===== config.mk =====
export PLATFORM = sky130hd
export DESIGN_NAME = rs_syndrome_param
export DESIGN_NICKNAME = d
export VERILOG_FILES = /design/src/rtl/rs_syndrome_param.sv
export SDC_FILE = /design/constraint.sdc
export NUM_CORES = 1
export LEC_CHECK = 0
export CORE_UTILIZATION = 50
export CTS_CLUSTER_DIAMETER = 200
export DETAILED_ROUTE_END_ITERATION = 6
export GPL_ROUTABILITY_DRIVEN = 0
export PLACE_DENSITY = 0.82
export SKIP_LAST_GASP = 1
export SLEW_MARGIN = 5
export SYNTH_ARGS = -nofsm -noshare
export SYNTH_HDL_FRONTEND = slang
export SYNTH_SLANG_ARGS = --single-unit

===== constraint.sdc =====
create_clock -name clk -period 2.4 [get_ports clk]
set_clock_uncertainty 0.15 [all_clocks]
set_input_delay 0.24 -clock clk [delete_from_list [all_inputs] [get_ports clk]]
set_output_delay 0.24 -clock clk [all_outputs]
set_load 0.005 [all_outputs]

===== src/rtl/rs_syndrome_param.sv =====
// Streaming RS(N,K) syndrome calculator over GF(2^8): Horner evaluation of S_i = r(alpha^(FCR+i)).
// Optional build macro RS_SYN_SHORTEN_EN: accept shortened codewords (counts NSYM+1..N) without len_err.
module rs_syndrome_param #(
    parameter int         N         = 255,
    parameter int         K         = 251,
    parameter int         FCR       = 0,
    parameter logic [8:0] PRIM_POLY = 9'h11D
) (
    input  logic                   clk,
    input  logic                   rst_n,
    input  logic                   din_val,
    input  logic                   din_sop,
    input  logic                   din_eop,
    input  logic [7:0]             din,
    output logic                   syn_val,
    input  logic                   syn_rdy,
    output logic [(N-K)*8-1:0]     syn,
    output logic                   syn_zero,
    output logic                   len_err,
    output logic                   ovf,
    output logic                   busy
);
    localparam int         NSYM  = N - K;
    localparam logic [7:0] LP_N  = 8'(N);
    localparam logic [7:0] LP_MIN = 8'(NSYM + 1);

    typedef enum logic {S_IDLE, S_ACC} state_t;

    function automatic logic [7:0] gf_mul(input logic [7:0] a, input logic [7:0] b);
        logic [7:0] p;
        logic [7:0] x;
        p = 8'h00;
        x = a;
        for (int i = 0; i < 8; i++) begin
            if (b[i]) p = p ^ x;
            x = {x[6:0], 1'b0} ^ (x[7] ? PRIM_POLY[7:0] : 8'h00);
        end
        return p;
    endfunction

    function automatic logic [7:0] gf_pow(input int e);
        logic [7:0] r;
        int         m;
        r = 8'h01;
        m = e % 255;
        for (int k = 0; k < m; k++) r = gf_mul(r, 8'h02);
        return r;
    endfunction

    state_t                 r_state;
    state_t                 w_nextState;
    logic [NSYM-1:0][7:0]   r_acc;
    logic [NSYM-1:0][7:0]   w_accNext;
    logic [NSYM-1:0][7:0]   w_horner;
    logic [NSYM-1:0][7:0]   r_syn;
    logic [7:0]             r_cnt;
    logic [7:0]             w_cntNext;
    logic                   r_synVal;
    logic                   r_synZero;
    logic                   r_lenErr;
    logic                   r_ovf;
    logic                   w_start;
    logic                   w_step;
    logic                   w_done;
    logic                   w_canLoad;
    logic                   w_lenErr;

    assign w_start   = din_val & din_sop;
    assign w_step    = din_val & ~din_sop & (r_state == S_ACC);
    assign w_done    = din_val & din_eop & (din_sop | (r_state == S_ACC));
    assign w_canLoad = ~r_synVal | syn_rdy;

    // One constant multiplier per root; the root is folded at elaboration.
    for (genvar g = 0; g < NSYM; g++) begin : g_root
        localparam logic [7:0] ROOT = gf_pow(FCR + g);
        assign w_horner[g] = gf_mul(r_acc[g], ROOT) ^ din;
    end

    always_comb begin
        w_accNext = r_acc;
        w_cntNext = r_cnt;
        if (w_start) begin
            w_accNext = {NSYM{din}};
            w_cntNext = 8'd1;
        end else if (w_step) begin
            w_accNext = w_horner;
            if (r_cnt != 8'hFF) w_cntNext = r_cnt + 8'd1;
        end
    end

`ifdef RS_SYN_SHORTEN_EN
    assign w_lenErr = (w_cntNext < LP_MIN) || (w_cntNext > LP_N);
`else
    assign w_lenErr = (w_cntNext != LP_N);
`endif

    always_comb begin
        w_nextState = r_state;
        if (din_val && din_sop && !din_eop) begin
            w_nextState = S_ACC;
        end else if (din_val && din_eop) begin
            w_nextState = S_IDLE;
        end
    end

    always_ff @(posedge clk or negedge rst_n) begin
        if (!rst_n) begin
            r_state <= S_IDLE;
            r_acc   <= '0;
            r_cnt   <= 8'd0;
        end else begin
            r_state <= w_nextState;
            r_acc   <= w_accNext;
            r_cnt   <= w_cntNext;
        end
    end

    // A completed frame is dropped only when the held set is not leaving this cycle.
    always_ff @(posedge clk or negedge rst_n) begin
        if (!rst_n) begin
            r_synVal  <= 1'b0;
            r_syn     <= '0;
            r_synZero <= 1'b0;
            r_lenErr  <= 1'b0;
            r_ovf     <= 1'b0;
        end else begin
            r_ovf <= w_done & ~w_canLoad;
            if (w_done && w_canLoad) begin
                r_synVal  <= 1'b1;
                r_syn     <= w_accNext;
                r_synZero <= (w_accNext == '0);
                r_lenErr  <= w_lenErr;
            end else if (r_synVal && syn_rdy) begin
                r_synVal <= 1'b0;
            end
        end
    end

    assign syn_val  = r_synVal;
    assign syn      = r_syn;
    assign syn_zero = r_synZero;
    assign len_err  = r_lenErr;
    assign ovf      = r_ovf;
    assign busy     = (r_state == S_ACC);

endmodule


Word-level counts from Yosys, hierarchy flattened
Cells that the tools add are included.
Storage, ports and cells
  bits of input ports: 14
  bits in registers: 77
  bits in writable memories: 0
  memories kept: 0
  word-level logic and storage cells: 62
  memory bits (read-only): 0
  latch bits: 0
Cells by class
  div/mod/pow operators: 0
  bitwise logic cells: 21
  shift operators: 0
  equality and inequality tests: 2
  multipliers: 0
  order comparisons: 0
  add/sub/neg operators: 1
  reductions and logical operators: 9
  mux-type cells: 15
Operators by type and width (number)
  2-to-1 mux 32 bit: 2
  XOR 8 x 5 -> 8 bit: 6
  zero test 32 bit: 1
  XOR 8 bit: 4
  2-to-1 mux 5 bit: 6
  2-to-1 mux 8 bit: 3
  inequality test 8 bit (second input constant): 2
  adder 8 x 1 -> 8 bit (second input constant): 1
  bitwise AND 1 bit: 6
  logical AND 1 bit: 5
  2-to-1 mux 1 bit: 4
  nonzero test 2 bit: 2
  NOT 1 bit: 3
  OR 1 bit: 2
  zero test 1 bit: 1

Depth between registers and ports, before layout
Gate-level depths: netlist of the first run.
  word-level depth: 10
  mapped depth: 10

Worst setup path before layout of the first run
Ideal clock, no wire load.
  kind: register -> register
  start point: register r_state, in the netlist busy
  end point: register r_synZero, in the netlist syn_zero
  stages on the path, launching flop included: 9
  data arrival time: 1.998 ns
  buffers on the path: 2
  setup time: 0.092 ns
  clock period less this slack: 2.240 ns
  setup slack: 0.160 ns
  path through: dfrtp_1 > buf_6 > buf_6 > o21a_1 > o22ai_2 > a21oi_1 > or3_1 > or4_1 > o31ai_2
Between the ends
  word-level cells in the longest chain between the ends: 4
  elaborated cells between the ends (all ways): 7
  classes of those cells: mux (2); bitwise (3); reduce/logical (2)
RTL lines
  start: declaration: line 50  | state_t r_state;
  start signal: assignment: line 112  | r_state <= w_nextState;
  bitwise AND 1 bit: line 69  | assign w_step = din_val & ~din_sop & (r_state == S_ACC);
  2-to-1 mux 32 bit: line 85  | end else if (w_step) begin
  2-to-1 mux 32 bit: line 82  | if (w_start) begin
  zero test 32 bit: line 131  | r_synZero <= (w_accNext == '0);
  end signal: assignment: line 131
  end: declaration: line 59  | logic r_synZero;
Several ways; a longest one is shown, not always the timed one.
A chain may end at the register's enable or synchronous reset.

==> run metrics, run 1 <==
fill cell count=568; DR WL met3=1.41 mm; clock-pin transition on the worst setup and hold timing paths=roughly 80 ps; Worst setup SP type=register; setup ws final=-143 ps; met2 wire length=6.04 mm; Synth top area share=46.7%; ys async rst share=100%; Final Non-Filler Cells=686; Crit Path Max Fanout=5; H-tree depth=3; die span in y=a little over 90 um; syn avg cell area=8.89 um2; CP arrival=2660 ps; Synth-to-Final Area Change=36.6%; Yosys reg bits=77; most frequent cell after synthesis=nand2_1; Worst-Margin Slew=approximately 960 ps; Die X=92.8 um; first-pass GRT wire length=~19 mm; # diodes=0; largest family of logic cells by synthesized area=simple AND/OR/NAND/NOR gates; leading area contributor after synthesis=dfrtp_1; io pins=a little over 50; Worst Path Required=2520 ps; status=finished with violations; TritonCTS Buffers=9; Clock Sinks=77; layout cells sized above 1=25.0%; endpoint of the worst hold path=syn[4]$_DFFE_PN0P_; WS Path Type=register to register; R2R setup slack=-140 ps; Slew headroom=36.2%; Buffers on Ports=50; final setup fails=1; setup TNS=-143 ps; Hold Fails Final Rpt=0; maximum clock frequency=0.393 GHz; final critical-path required period=2540 ps; sequential fraction of the synthesis area=about 47%; period utilisation layout=106%; Syn Std Cell Area=~4100 um2; Synth Net Count=479; Worst-Skew Late Latency=370 ps; synth top area cells=dfrtp_1, nand2_1, a21oi_1, nand2b_1, buf_2; utilization after layout=71.8%; DRT Wirelength=13.2 mm; Mapped Cells=464; Critical Path End Type=register; worst hold slack=327 ps; largest net degree at the start of global routing=~80; total number of vias=roughly 4,300; CTS tree=yes; PwrDens=a little under 800 nW/um2; vias in the first global route=between 3,000 and 4,000; Placed Instances=657; crit path launch=busy$_DFFE_PN0P_; CTS Buffer Depth=2; fin nets=594; Post-DP HPWL=around 8.1 mm; Power, Total=4.44 mW; Synth Area in XOR/XNOR=5.00%; adder-cell share of the synthesized area=less than 1%; Worst Min Path Start=syn[4]$_DFFE_PN0P_; Vias/cell=6.21; post-synthesis simple-gate area fraction=23.3%; routed len/inst=~19 um; Peak VDD IR=0.494 mV; Synth Flop Type=dfrtp_1; Worst Hold Class=register to register; RSZ-0062 raised after global routing=yes; post-place instance area=5160 um2; leading post-synthesis cells by instance count=nand2_1, dfrtp_1, a21oi_1; FF-to-FF End=syn_zero$_DFFE_PN0P_; dpl ws=-265 ps; M1 wire length=around 5.0 mm; core area=7850 um2; count of cell types in the netlist=55; root buffer cell=clkbuf_8; GRT Total Usage=28.7%; top routing layer in use=met4; post-route cell area=5640 um2; Starting Density=a little over half; initial drt markers=617; Routed Antenna Nets=0; post-synthesis compound-gate area fraction=18.2%; Max Cap Viol=0; GRT Residual Overflow=0; Syn. warnings=0; Leakage=2.49 nW; mux cell area share after synthesis=less than 1%; Max Slew Vio Count=0; violated checks=negative setup slack; row count=32; initial antenna violation count=0; r2r worst-path depth=8; number of synthesized flops with an enable pin=0; Hold Path Stages=2; RR Startpoint=busy$_DFFE_PN0P_; Die ar.=8620 um2; DRC=0; Pre-antenna DRT Iters=7
[registers in the layout, summed over array words and instances, names as in the netlist]
name	flops
syn_zero	1
syn_val	1
ovf	1
busy	1
syn	32
len_err	1
r_acc	32
r_cnt	8
[cell type report]
cell class	instances	area [um2]	share of cell area (%)
clock buffer	10	128	2.26
tap	102	128	2.26
timing repair buffer	141	1280	22.7
inverter	14	52.6	0.933
sequential	77	1930	34.3
clock inverter	6	63.8	1.13
multi-input combinational	336	2050	36.4
[repair_timing]
item / CTS / global route
setup endpoints to repair: 1 / 2
hold endpoints to repair: 77 / 0
hold buffers: 1 / 0
resized for setup: 3 / 22
gates cloned: 0 / 3
buffers inserted: 0 / 9
pin swaps: 0 / 12
[power breakdown]
group	internal, mW	total [mW]	switching [mW]
logic	0.884	1.64	0.754
registers	1.57	1.83	0.259
clock network	0.478	0.972	0.493
[critical path: stages, from the launching register on]
cell	delay, ps
dfrtp_2	510
buf_12	180
and2_4	180
buf_6	130
a32oi_1	210
o211ai_1	180
nor4_2	350
nand4_1	250
o31ai_4	310
[how the worst max path moves through the flow]
| stage | slack [ps] | cells after the start | to |
|---|---|---|---|
| 2_1_floorplan | 160 | 8 | syn_zero$_DFFE_PN0P_ |
| 3_3_place_gp | -170 | 8 | syn_zero$_DFFE_PN0P_ |
| 3_5_place_dp | -260 | 8 | syn_zero$_DFFE_PN0P_ |
| 4_1_cts | 20 | 7 | syn_zero$_DFFE_PN0P_ |
| 5_1_grt | -200 | 7 | syn_zero$_DFFE_PN0P_ |
| 6_report | -140 | 8 | syn_zero$_DFFE_PN0P_ |
[kinds of logic after synthesis]
kind of cell | Yosys count
adder cells (fa/ha/maj) | 1
XOR/XNOR | 21
multiplexers | 2
buffers and inverters | 51
AO/OA/AOI/OAI | 111
flip-flops | 77
AND/OR/NAND/NOR | 201
[cells in the final DEF, fill, tap and decap left out, types with 11 or more instances in the layout]
cell / synthesis / layout
o21ai_0: 14 / 14
a211oi_1: 13 / 12
xnor2_1: 12 / 11
dfrtp_1: 77 / 74
buf_4: 2 / 83
nand2b_1: 18 / 18
inv_1: 14 / 14
nor2_1: 28 / 28
clkdlybuf4s50_1: 0 / 48
nand2_1: 98 / 98
a21oi_1: 33 / 31
nand4_1: 14 / 14
[per-layer routing]
metal  up-vias  global-route usage, %
li1       1842                      -
met2       328                   43.7
met3       103                   7.14
met4         0                   13.8
met5         -                      0
met1      1990                   38.2
Power figures use the tool's default switching activity.
==> inputs of run 2 (changes only) <==
Settings changed: PLACE_DENSITY 0.82 to 0.79, RECOVER_POWER set to 100.
Clock period 2.4 ns to 2.94 ns, I/O delays scaled along.
==> run metrics, run 2 (synthesis gave the netlist of run 1 again) <==
status=finished with violations; violated checks=max-capacitance violations, max-slew violations; Worst setup SP type=primary input; DRT Wirelength=10.9 mm; Slew headroom=-25.5%; most common cell after layout, fill and taps aside=nand2_1; Starting Density=a little over half; total number of vias=around 3,700; Placed Instances=~600; RR Startpoint=busy$_DFFE_PN0P_; CTS Buffer Depth=2; Crit Path Max Fanout=12; CTS tree=yes; final setup fails=0; Post-DP HPWL=7.53 mm; Final Non-Filler Cells=roughly 610; H-tree depth=3; Hold Path Stages=2; row count=32; r2r worst-path depth=7; setup TNS=0 ps; Vias/cell=~6.1; Hold Fails Final Rpt=0; fin nets=522; Leakage=2.12 nW; initial antenna violation count=0; Die X=92.8 um; post-route cell area=4890 um2; largest net degree at the start of global routing=78; first-pass GRT wire length=18.1 mm; Die ar.=roughly 8600 um2; post-place instance area=4700 um2; TritonCTS Buffers=9; Worst Hold Class=register to register; Post-CTS Setup Inserts=0; root buffer cell=clkbuf_8; period utilisation layout=between 90% and 100%; PwrDens=682 nW/um2; GRT Residual Overflow=0; endpoint of the worst hold path=syn[28]$_DFFE_PN0P_; vias in the first global route=3,633; RSZ-0062 raised after global routing=no; Critical Path End Type=register; Buf/Inv on CP=3; Clock Sinks=a little under 80; Peak VDD IR=roughly 0.39 mV; final critical-path required period=between 2000 and 3000 ps; die span in y=92.8 um; cell depth of the worst setup path=7; most frequent cells in the layout=nand2_1, dfrtp_1, dlygate4sd3_1; Worst-Margin Slew=~1900 ps; Worst-Skew Late Latency=350 ps; FF-to-FF End=syn_zero$_DFFE_PN0P_; crit-path leading delay family=buffers and inverters; Worst Min Path Start=syn[28]$_DFFE_PN0P_; layout cells sized above 1=8.79%; DRC=0; Power, Total=3.33 mW; crit path cell chain=dlygate4sd3_1 -> inv_1 -> clkbuf_1 -> a211oi_1 -> or4_1 -> or4_1 -> o31ai_2; WS Path Type=primary input to register; Pre-antenna DRT Iters=5; Worst Path Required=3050 ps; initial drt markers=roughly 370; Slowest-stage cell, CP=dlygate4sd3_1; # diodes=0; io pins=51; Buffers on Ports=50; CP arrival=slightly below 3000 ps; critical path's largest stage delay=590 ps; utilization after layout=between 60% and 70%; GRT Total Usage=roughly 27%; Most Frequent Cell on Critical Path=or4_1; Max Cap Viol=1; clock-pin transition on the worst setup and hold timing paths=90 ps; maximum clock frequency=0.351 GHz; post-cts resize count=0; core area=7850 um2; routed len/inst=17.8 um; Synth-to-Final Area Change=18.4%; Routed Antenna Nets=0; R2R setup slack=200 ps; Max Slew Vio Count=78
[run 2: cell types whose count changed in the layout (fill, tap and decap cells not counted), sizes merged]
cell / change
inv: +2
buf: -77
bufinv: +1
clkbuf: +5
clkdlybuf4s50: -38
clkinv: -2
dlygate4sd3: +38
clkinvlp: -1
[run 2: power breakdown]
group	internal [mW]	switching (mW)	leakage, nW	total [mW]
Sequential	1.28	0.197	0.937	1.47
Clock	0.486	0.406	0.107	0.892
Combinational	0.474	0.495	1.08	0.968
Total	2.24	1.10	2.12	3.33
[run 2: worst reg2reg max path, delay by kind of cell, from the launching register on]
| kind | cells | cell delay [ps] |
|---|---|---|
| DFF | 1 | 600 |
| AOI/OAI and AO/OA | 2 | 370 |
| and+or+nand+nor | 4 | 1270 |
| buffers and inverters | 1 | 260 |
[run 2: repair_timing]
action,4_1_cts,5_1_grt
endpoints found under the setup margin,0,0
hold buffers,1,0
endpoints found under the hold margin,77,0
[run 2: how the worst max path moves through the flow]
stage | from | to
6_report | din_sop | syn_zero$_DFFE_PN0P_
5_1_grt | din_sop | syn_zero$_DFFE_PN0P_
4_1_cts | busy$_DFFE_PN0P_ | syn_zero$_DFFE_PN0P_
3_5_place_dp | din_sop | syn_zero$_DFFE_PN0P_
3_3_place_gp | din_sop | syn_zero$_DFFE_PN0P_
2_1_floorplan | busy$_DFFE_PN0P_ | syn_zero$_DFFE_PN0P_
[run 2: area by class of cell]
| type | count | area (um2) |
|---|---|---|
| timing repair buffer | 69 | 623 |
| tap | 102 | 128 |
| multi-input combinational | 336 | 1930 |
| clock inverter | 6 | 93.8 |
| clock buffer | 10 | 128 |
| fill | 670 | 2960 |
| inverter | 14 | 52.6 |
| sequential | 77 | 1930 |
[run 2: metal layers]
layer | wire length [um] | track usage (%)
met4 | 459 | 14.0
met2 | 4970 | 41.0
met1 | 4620 | 36.8
met5 | 0 | 0
met3 | 886 | 6.57
[run 2: per-stage QoR]
stage               hold WS, ps  setup WS [ps]
finish                      322           91.9
global route                347           58.4
CTS                         314            305
detailed placement          312            185
global placement            311            217
floorplan                  -152            700
==> inputs of run 3 (changes only) <==
Settings changed: CORE_ASPECT_RATIO set to 0.8.
==> run metrics, run 3 (synthesis gave the netlist of run 1 again) <==
status=finished with violations; violated checks=max-capacitance violations, max-slew violations; switching power=roughly 1.1 mW; setup TNS=0 ps; largest net degree at the start of global routing=78; setup ws final=167 ps; Die ar.=approximately 8600 um2; Clock power frac=26.0%; Vias/cell=5.81; Starting Density=51.9%; vias in the first global route=3,558; dpl ws=186 ps; Slowest-stage cell, CP=clkbuf_1; PwrDens=671 nW/um2; die span in y=83.2 um; Worst-Skew Late Latency=360 ps; Post-CTS Setup Inserts=0; first-pass GRT wire length=roughly 18 mm; Worst setup SP type=primary input; R2R setup slack=250 ps; clock-pin transition on the worst setup and hold timing paths=90 ps; Critical Path End Type=register; DRT Wirelength=10.5 mm; io pins=51; Worst Hold Class=primary input to register; initial antenna violation count=0; Synth-to-Final Area Change=20.1%; Hold Fails Final Rpt=0; sequential power share=around 44%; RSZ-0062 raised after global routing=no; cell-internal power=2.24 mW; post-place instance area=4770 um2; Pre-antenna DRT Iters=7; Routed Antenna Nets=0; CP arrival=2910 ps; critical path's largest stage delay=670 ps; routed len/inst=16.8 um; layout cells sized above 1=between 10% and 20%; endpoint of the worst hold path=r_acc[30]$_DFF_PN0_; Sw Ratio=32.7%; maximum clock frequency=roughly 0.36 GHz; total number of vias=3,646; Max Cap Viol=1; core area=7950 um2; Comb pwr share=29.8%; Die X=104 um; Placed Instances=611; Max Slew Vio Count=78; Post-DP HPWL=7.49 mm; initial drt markers=353; Worst-Margin Slew=approximately 1800 ps; Hold Path Stages=3; TritonCTS Buffers=9; Worst Path Required=3070 ps; r2r worst-path depth=8; Clock Sinks=77; Crit Path Max Fanout=17; GRT Total Usage=a little over a quarter; DRC=0; H-tree depth=3; period utilisation layout=94.3%; Worst Min Path Start=din_val; utilization after layout=62.4%; RR Startpoint=busy$_DFFE_PN0P_; final critical-path required period=2770 ps; Power, Total=3.33 mW; crit path cell chain=dlygate4sd3_1 -> clkbuf_1 -> a21oi_1 -> o221ai_2 -> nand4_1 -> or4_1 -> o31ai_2; most frequent cells in the layout=nand2_1, dfrtp_1, dlygate4sd3_1; Slew headroom=-22.8%; row count=29; most common cell after layout, fill and taps aside=nand2_1; FF-to-FF End=syn_zero$_DFFE_PN0P_; CTS Buffer Depth=2; fin nets=530; root buffer cell=clkbuf_8; final setup fails=0; CTS tree=yes; WS Path Type=primary input to register; Leakage=2.16 nW; Final Non-Filler Cells=627; Peak VDD IR=roughly 0.4 mV; # diodes=0; worst hold slack=302 ps; post-route cell area=4960 um2; Buffers on Ports=50; GRT Residual Overflow=0
run 3: changes by cell type in the layout (fill, tap and decap cells not counted), sizes merged:
cell           previous run  this run
buf                      12        20
clkinv                    1         2
clkbuf                   18        17
clkdlybuf4s50            10        11
dlygate4sd3              39        38
inv                      16        14
clkinvlp                  1         2
run 3: layout make-up:
type                            instances  area (um2)
Clock buffer                            9         124
Inverter                               14        52.6
Multi-Input combinational cell        336        1950
Clock inverter                          6        88.8
Fill cell                             681        2990
Sequential cell                        77        1930
Tap cell                              108         135
Timing Repair Buffer                   77         683
run 3: timing repair:
action	4_1_cts	5_1_grt
hold endpoints to repair	77	0
endpoints found under the setup margin	0	0
resized for setup	0	0
hold buffers	1	0
run 3: critical path, delay by kind of cell:
family,cells,cell delay [ps]
AOI/OAI and AO/OA,3,660
buffers and inverters,2,1270
and+or+nand+nor,2,680
run 3: worst max path at each step:
stage	to	cells after the start	start
2_1_floorplan	syn_zero$_DFFE_PN0P_	8	busy$_DFFE_PN0P_
3_3_place_gp	syn_zero$_DFFE_PN0P_	7	din_sop
3_5_place_dp	syn_zero$_DFFE_PN0P_	7	din[3]
4_1_cts	len_err$_DFFE_PN0P_	8	busy$_DFFE_PN0P_
5_1_grt	syn_zero$_DFFE_PN0P_	7	din_sop
6_report	syn_zero$_DFFE_PN0P_	7	din_sop
run 3: power by group through the flow:
stage | combinational (mW) | sequential [mW] | clock [mW]
final | 0.993 | 1.47 | 0.865
after global routing | 1.09 | 1.50 | 0.925
after CTS | 1.04 | 1.47 | 0.880
after detailed placement | 1.03 | 1.49 | 0
after global placement | 1.01 | 1.48 | 0
after floorplan | 0.597 | 1.44 | 0
run 3: per-layer routing:
layer  track usage (%)  part of all wire (%)  vias up
met5                 0                     0        -
met4              9.62                   2.1        0
met1              38.6                    46     1690
met2              38.6                    43      216
met3              5.42                   8.6       29
li1                  -                     -     1711
